===== config.mk =====
export PLATFORM = sky130hd
export DESIGN_NAME = bf_radix2_pipe
export DESIGN_NICKNAME = d
export VERILOG_FILES = /design/src/rtl/bf_radix2_pipe.sv
export SDC_FILE = /design/constraint.sdc
export NUM_CORES = 2
export LEC_CHECK = 0
export CORE_MARGIN = 1.5
export CORE_UTILIZATION = 45
export CTS_BUF_LIST = sky130_fd_sc_hd__clkbuf_16
export DETAILED_ROUTE_END_ITERATION = 6
export HOLD_SLACK_MARGIN = 0.08
export REMOVE_ABC_BUFFERS = 1
export SYNTH_ARGS = -nofsm -noshare
export SYNTH_HDL_FRONTEND = slang
export SYNTH_SLANG_ARGS = --single-unit

===== constraint.sdc =====
create_clock -name clk -period 13.8 [get_ports clk]
set_input_delay 2.76 -clock clk [delete_from_list [all_inputs] [get_ports clk]]
set_output_delay 2.76 -clock clk [all_outputs]
set_load 0.01 [all_outputs]

===== src/rtl/bf_radix2_pipe.sv =====
// Pipelined radix-2 DIF butterfly: Y0 = A + B, Y1 = (A - B) * W.
// Three register stages (sum/diff, products, combine+round+saturate) that
// shift together under a single advance enable; the last stage is the output.
module bf_radix2_pipe #(
  parameter int DATA_W = 16,
  parameter int TW_W   = 16,
  parameter int FRAC_W = 8,
  parameter int SCALE  = 0,
  parameter int ROUND  = 1
) (
  input  logic                     clk,
  input  logic                     rst_n,
  input  logic                     in_valid,
  output logic                     in_ready,
  input  logic signed [DATA_W-1:0] a_re,
  input  logic signed [DATA_W-1:0] a_im,
  input  logic signed [DATA_W-1:0] b_re,
  input  logic signed [DATA_W-1:0] b_im,
  input  logic signed [TW_W-1:0]   w_re,
  input  logic signed [TW_W-1:0]   w_im,
  output logic                     out_valid,
  input  logic                     out_ready,
  output logic signed [DATA_W-1:0] y0_re,
  output logic signed [DATA_W-1:0] y0_im,
  output logic signed [DATA_W-1:0] y1_re,
  output logic signed [DATA_W-1:0] y1_im,
  output logic                     sat,
  output logic                     sat_sticky,
  input  logic                     sat_clr
);

  localparam int SW  = DATA_W + 1;          // sum/diff width, lossless
  localparam int PW  = SW + TW_W;           // single product width
  localparam int WW  = DATA_W + TW_W + 3;   // combine width plus rounding headroom
  localparam int SH1 = FRAC_W + SCALE;
  localparam int SH0 = SCALE;

  localparam logic signed [WW-1:0] MAXV = {{(WW-DATA_W+1){1'b0}}, {(DATA_W-1){1'b1}}};
  localparam logic signed [WW-1:0] MINV = {{(WW-DATA_W+1){1'b1}}, {(DATA_W-1){1'b0}}};

  // Arithmetic right shift, optionally rounding half up.
  function automatic logic signed [WW-1:0] shr_rnd(input logic signed [WW-1:0] v, input int sh);
    logic signed [WW-1:0] half;
    half = '0;
    if (ROUND != 0 && sh > 0) half = WW'(1) << (sh - 1);
    return (v + half) >>> sh;
  endfunction

  function automatic logic ovf(input logic signed [WW-1:0] v);
    return (v > MAXV) || (v < MINV);
  endfunction

  function automatic logic signed [DATA_W-1:0] clip(input logic signed [WW-1:0] v);
    if (v > MAXV)      return MAXV[DATA_W-1:0];
    else if (v < MINV) return MINV[DATA_W-1:0];
    else               return v[DATA_W-1:0];
  endfunction

  logic advance;
  logic vld_p1_q, vld_p2_q, vld_p3_q;

  logic signed [SW-1:0]   sum_re_p1_q, sum_im_p1_q, diff_re_p1_q, diff_im_p1_q;
  logic signed [TW_W-1:0] w_re_p1_q, w_im_p1_q;
  logic signed [SW-1:0]   sum_re_p2_q, sum_im_p2_q;
  logic signed [PW-1:0]   rr_p2_q, ii_p2_q, ri_p2_q, ir_p2_q;

  logic signed [WW-1:0]     p_re, p_im, y0r_w, y0i_w, y1r_w, y1i_w;
  logic signed [DATA_W-1:0] y0_re_d, y0_im_d, y1_re_d, y1_im_d;
  logic signed [DATA_W-1:0] y0_re_q, y0_im_q, y1_re_q, y1_im_q;
  logic                     sat_d, sat_q, sat_sticky_d, sat_sticky_q;

  assign advance  = !vld_p3_q || out_ready;
  assign in_ready = advance;

  // Valid bits of all three stages shift together on advance.
  always_ff @(posedge clk or negedge rst_n) begin
    if (!rst_n) begin
      vld_p1_q <= 1'b0;
      vld_p2_q <= 1'b0;
      vld_p3_q <= 1'b0;
    end else if (advance) begin
      vld_p1_q <= in_valid;
      vld_p2_q <= vld_p1_q;
      vld_p3_q <= vld_p2_q;
    end
  end

  // Stage 1 and 2 datapath registers: sum/diff, then the four partial products.
  always_ff @(posedge clk) begin
    if (advance) begin
      sum_re_p1_q  <= SW'(a_re) + SW'(b_re);
      sum_im_p1_q  <= SW'(a_im) + SW'(b_im);
      diff_re_p1_q <= SW'(a_re) - SW'(b_re);
      diff_im_p1_q <= SW'(a_im) - SW'(b_im);
      w_re_p1_q    <= w_re;
      w_im_p1_q    <= w_im;
      sum_re_p2_q  <= sum_re_p1_q;
      sum_im_p2_q  <= sum_im_p1_q;
      rr_p2_q      <= PW'(diff_re_p1_q) * PW'(w_re_p1_q);
      ii_p2_q      <= PW'(diff_im_p1_q) * PW'(w_im_p1_q);
      ri_p2_q      <= PW'(diff_re_p1_q) * PW'(w_im_p1_q);
      ir_p2_q      <= PW'(diff_im_p1_q) * PW'(w_re_p1_q);
    end
  end

  // Stage 3 combine, scale, round and saturate.
  always_comb begin
    p_re    = WW'(rr_p2_q) - WW'(ii_p2_q);
    p_im    = WW'(ri_p2_q) + WW'(ir_p2_q);
    y1r_w   = shr_rnd(p_re, SH1);
    y1i_w   = shr_rnd(p_im, SH1);
    y0r_w   = shr_rnd(WW'(sum_re_p2_q), SH0);
    y0i_w   = shr_rnd(WW'(sum_im_p2_q), SH0);
    y0_re_d = clip(y0r_w);
    y0_im_d = clip(y0i_w);
    y1_re_d = clip(y1r_w);
    y1_im_d = clip(y1i_w);
    sat_d   = ovf(y0r_w) | ovf(y0i_w) | ovf(y1r_w) | ovf(y1i_w);
  end

  // Output register: loads only real beats; bubbles keep data and clear sat.
  always_ff @(posedge clk or negedge rst_n) begin
    if (!rst_n) begin
      y0_re_q <= '0;
      y0_im_q <= '0;
      y1_re_q <= '0;
      y1_im_q <= '0;
      sat_q   <= 1'b0;
    end else if (advance) begin
      sat_q <= vld_p2_q & sat_d;
      if (vld_p2_q) begin
        y0_re_q <= y0_re_d;
        y0_im_q <= y0_im_d;
        y1_re_q <= y1_re_d;
        y1_im_q <= y1_im_d;
      end
    end
  end

  // Sticky flag: clear has priority over a set from a transferred beat.
  always_comb begin
    sat_sticky_d = sat_sticky_q;
    if (sat_clr)                               sat_sticky_d = 1'b0;
    else if (vld_p3_q && out_ready && sat_q)   sat_sticky_d = 1'b1;
  end

  // Sticky flag register.
  always_ff @(posedge clk or negedge rst_n) begin
    if (!rst_n) sat_sticky_q <= 1'b0;
    else        sat_sticky_q <= sat_sticky_d;
  end

  assign out_valid  = vld_p3_q;
  assign y0_re      = y0_re_q;
  assign y0_im      = y0_im_q;
  assign y1_re      = y1_re_q;
  assign y1_im      = y1_im_q;
  assign sat        = sat_q;
  assign sat_sticky = sat_sticky_q;

endmodule


==> results.json <==
{
  "pin_count": 169,
  "fin_nets": 7824,
  "grtUsageTotal_pct": 21.6,
  "yosys_warnings": 0,
  "cp_slowest_cell": "edfxtp_1",
  "cts_buffers": 46,
  "tns_ns": 0,
  "clock.fmax_mhz": 124,
  "first_pass_iters": 7,
  "synthCells": 6034,
  "wire_per_inst_um": 17.2,
  "drtIter0Drc": 2098,
  "place_congestion": 0.839,
  "synth_cell_type_count": 91,
  "path_max_fanout": 32,
  "crit_path_frequent_cell": "fa_1",
  "ctsHtreeMaxLevel": 2,
  "yosys.area.top_type": "fa_1",
  "dieArea_um2": 132000,
  "cts_hold_buf": 0,
  "syn_to_final_growth_pct": 8.85,
  "critPathArrivalTime_ns": 8.42,
  "synth_ff_type": "edfxtp_1",
  "status": "complete, no violations",
  "cts-root-buf": "clkbuf_16",
  "clkLatencyLatePin_ns": 0.64,
  "slew_headroom_pct": 14.3,
  "avgSynthCellArea_um2": 9.68,
  "worstSetupPathType": "flip-flop to flip-flop",
  "io_buffers": 168,
  "worst-slew-pin-transition_ns": 1.25,
  "avgViaCountPerCell": 5.06,
  "die_h_um": 363,
  "utilization_pct": 49.2,
  "diodes": 0,
  "initial_core_util_pct": 45.2,
  "max_stage_delay_ns": 1.20,
  "layout-drive-gt1-share_pct": 3.10,
  "syn-cell-area_um2": 58400,
  "cts_tree": "built",
  "cp_cell_sequence": "nand2_1 > fa_1 > fa_1 > fa_1 > inv_1 > fa_1 > fa_1 > inv_1 > fa_1 > inv_1 > ha_1 > or4_1 > a2111oi_1 > o31ai_1 > a31o_2 > a21oi_2 > o21ai_1 > a21o_1 > a221oi_1 > o21bai_1 > a21oi_1 > xnor2_1",
  "rrSetupSlack_ns": 5.77,
  "rsz0062_at_grt": "no",
  "grt_pass1_vias": 42700,
  "finalCritPeriodShare_pct": 58.2,
  "yosysSeqAreaShare_pct": 16.5,
  "slew_violations": 0,
  "grt_pass1_wl_um": 226000,
  "required_ns": 14.19,
  "cts.clk_slew.worst_paths_ns": 0.06,
  "hold_viol_final": 0,
  "antenna_found_initial": 4,
  "rows": 132,
  "routed_wl_um": 136000,
  "fp.dieW_um": 363,
  "cts_buffer_depth": 3,
  "grt_max_degree": 91,
  "cap_viol_max_count": 0,
  "start_kind": "flip-flop",
  "ys_top_cells_by_area": "fa_1 (38%), edfxtp_1 (14%), ha_1 (11%)",
  "overflow": 0,
  "ant_nets": 0,
  "hold_class": "flip-flop to flip-flop",
  "ctsResizeCount": 0,
  "post-cts-setup-buffers": 0,
  "core_um2": 129000,
  "vias": 39800,
  "fin_crit_ns": 8.03,
  "clock_sinks": 333,
  "synth_seq_cells": 333,
  "place_hpwl_um": 103000,
  "route.detailed.drc": 0,
  "skew_ns": 0.0388,
  "synth_top_area_share_pct": 38.0,
  "synth_edf_count": 264,
  "end_kind": "flip-flop",
  "setup_viol": 0,
  "postSynth.asyncResetShare_pct": 20.7
}
==> Yosys cell counts (13+ instances only) <==
master,number
inv_1,1362
fa_1,1108
nand2_1,710
ha_1,528
and2_1,525
edfxtp_1,264
clkbuf_1,229
nor2_1,184
a21oi_1,181
xnor2_1,177
o21ai_0,115
dfrtp_1,69
xor2_1,62
a21o_1,57
nand2b_1,44
nor3_1,40
o21bai_1,36
nand3_1,31
nand4_1,24
o21a_1,24
nor2b_1,23
and3_1,21
o21ai_1,16
maj3_1,15
a211oi_1,13
==> path summary, 6_finish.rpt <==
check,from,endpoint,cells past startpoint
worst max-delay path,diff_im_p1_q[10]$_DFFE_PN_,ii_p2_q[30]$_DFFE_PN_,22
worst min-delay path,sum_im_p1_q[10]$_DFFE_PN_,sum_im_p2_q[10]$_DFFE_PN_,0
worst max register to register,diff_im_p1_q[10]$_DFFE_PN_,ii_p2_q[30]$_DFFE_PN_,22
worst min register to register,sum_im_p1_q[10]$_DFFE_PN_,sum_im_p2_q[10]$_DFFE_PN_,0
max in group asynchronous,rst_n,y1_re[13]$_DFFE_PN0P_,2
min in group asynchronous,rst_n,y1_im[1]$_DFFE_PN0P_,1
==> cell families after synthesis <==
| group | after synthesis | share of synthesized area, % |
|---|---|---|
| buffers and inverters | 1600 | 10.3 |
| AO/OA/AOI/OAI | 564 | 6.25 |
| adder cells (fa/ha/maj) | 1651 | 49.5 |
| flip-flops | 333 | 16.5 |
| XOR/XNOR | 239 | 3.58 |
| multiplexers | 6 | 0.109 |
| AND/OR/NAND/NOR | 1641 | 13.7 |
==> layout make-up <==
type	count	area (um2)
Fill cell	12200	65600
Sequential cell	333	9650
Tap cell	1742	2180
Clock buffer	46	1150
Timing Repair Buffer	242	2230
Multi-Input combinational cell	4101	42700
Inverter	1363	5120
Clock inverter	38	502
==> critical path: cells and delay by family, from the launching register on <==
family,cells,cell delay [ns]
buf+inv,3,0.15
xor+xnor,1,0.08
compound gates,9,2.45
flops,1,1.20
simple gates,2,0.70
fa+ha+maj,7,3.20
==> per-layer routing <==
layer / part of all wire (%) / GRT usage [%] / vias up
li1: - / - / 18400
met1: 45 / 30.5 / 20300
met2: 47 / 35.4 / 899
met3: 4.7 / 2.03 / 155
met4: 3.2 / 6.51 / 0
met5: 0 / 0 / -
==> through the flow <==
step / area [um2] / hold WS, ns / worst slack (ns) / cells
floorplan: 57500 / 0.400 / 1.69 / 5797
global placement: 61900 / 0.401 / 5.87 / 7781
detailed placement: 61900 / 0.405 / 5.79 / 7781
CTS: 63600 / 0.412 / 5.77 / 7865
global route: 63600 / 0.422 / 5.27 / 7865
finish: 63600 / 0.414 / 5.77 / 7865
==> state kept, by name, indices dropped and copies added, names as in the netlist, 16 cells and up <==
signal	count
diff_im_p1_q	17
diff_re_p1_q	17
ii_p2_q	33
ir_p2_q	33
ri_p2_q	33
rr_p2_q	33
sum_im_p1_q	16
sum_im_p2_q	17
sum_re_p1_q	16
sum_re_p2_q	17
w_im_p1_q	16
w_re_p1_q	16
y0_im	16
y0_re	16
y1_im	16
y1_re	16
==> cell usage in the layout, fill, tap and decap left out, drive strengths merged, types with 40 or more instances in the layout <==
master | synthesis | routed
inv | 1362 | 1374
edfxtp | 264 | 264
xnor2 | 177 | 177
nand2b | 44 | 44
clkbuf | 229 | 46
a21oi | 194 | 194
nand2 | 710 | 710
fa | 1108 | 1108
clkdlybuf4s50 | 0 | 167
dfrtp | 69 | 69
xor2 | 62 | 62
nor2 | 186 | 186
ha | 528 | 528
a21o | 57 | 57
nor3 | 40 | 40
o21ai | 132 | 132
and2 | 525 | 525
buf | 8 | 75
Power is not shown: default switching activity piles up to over one toggle a cycle in this logic, so the estimate is an artifact.
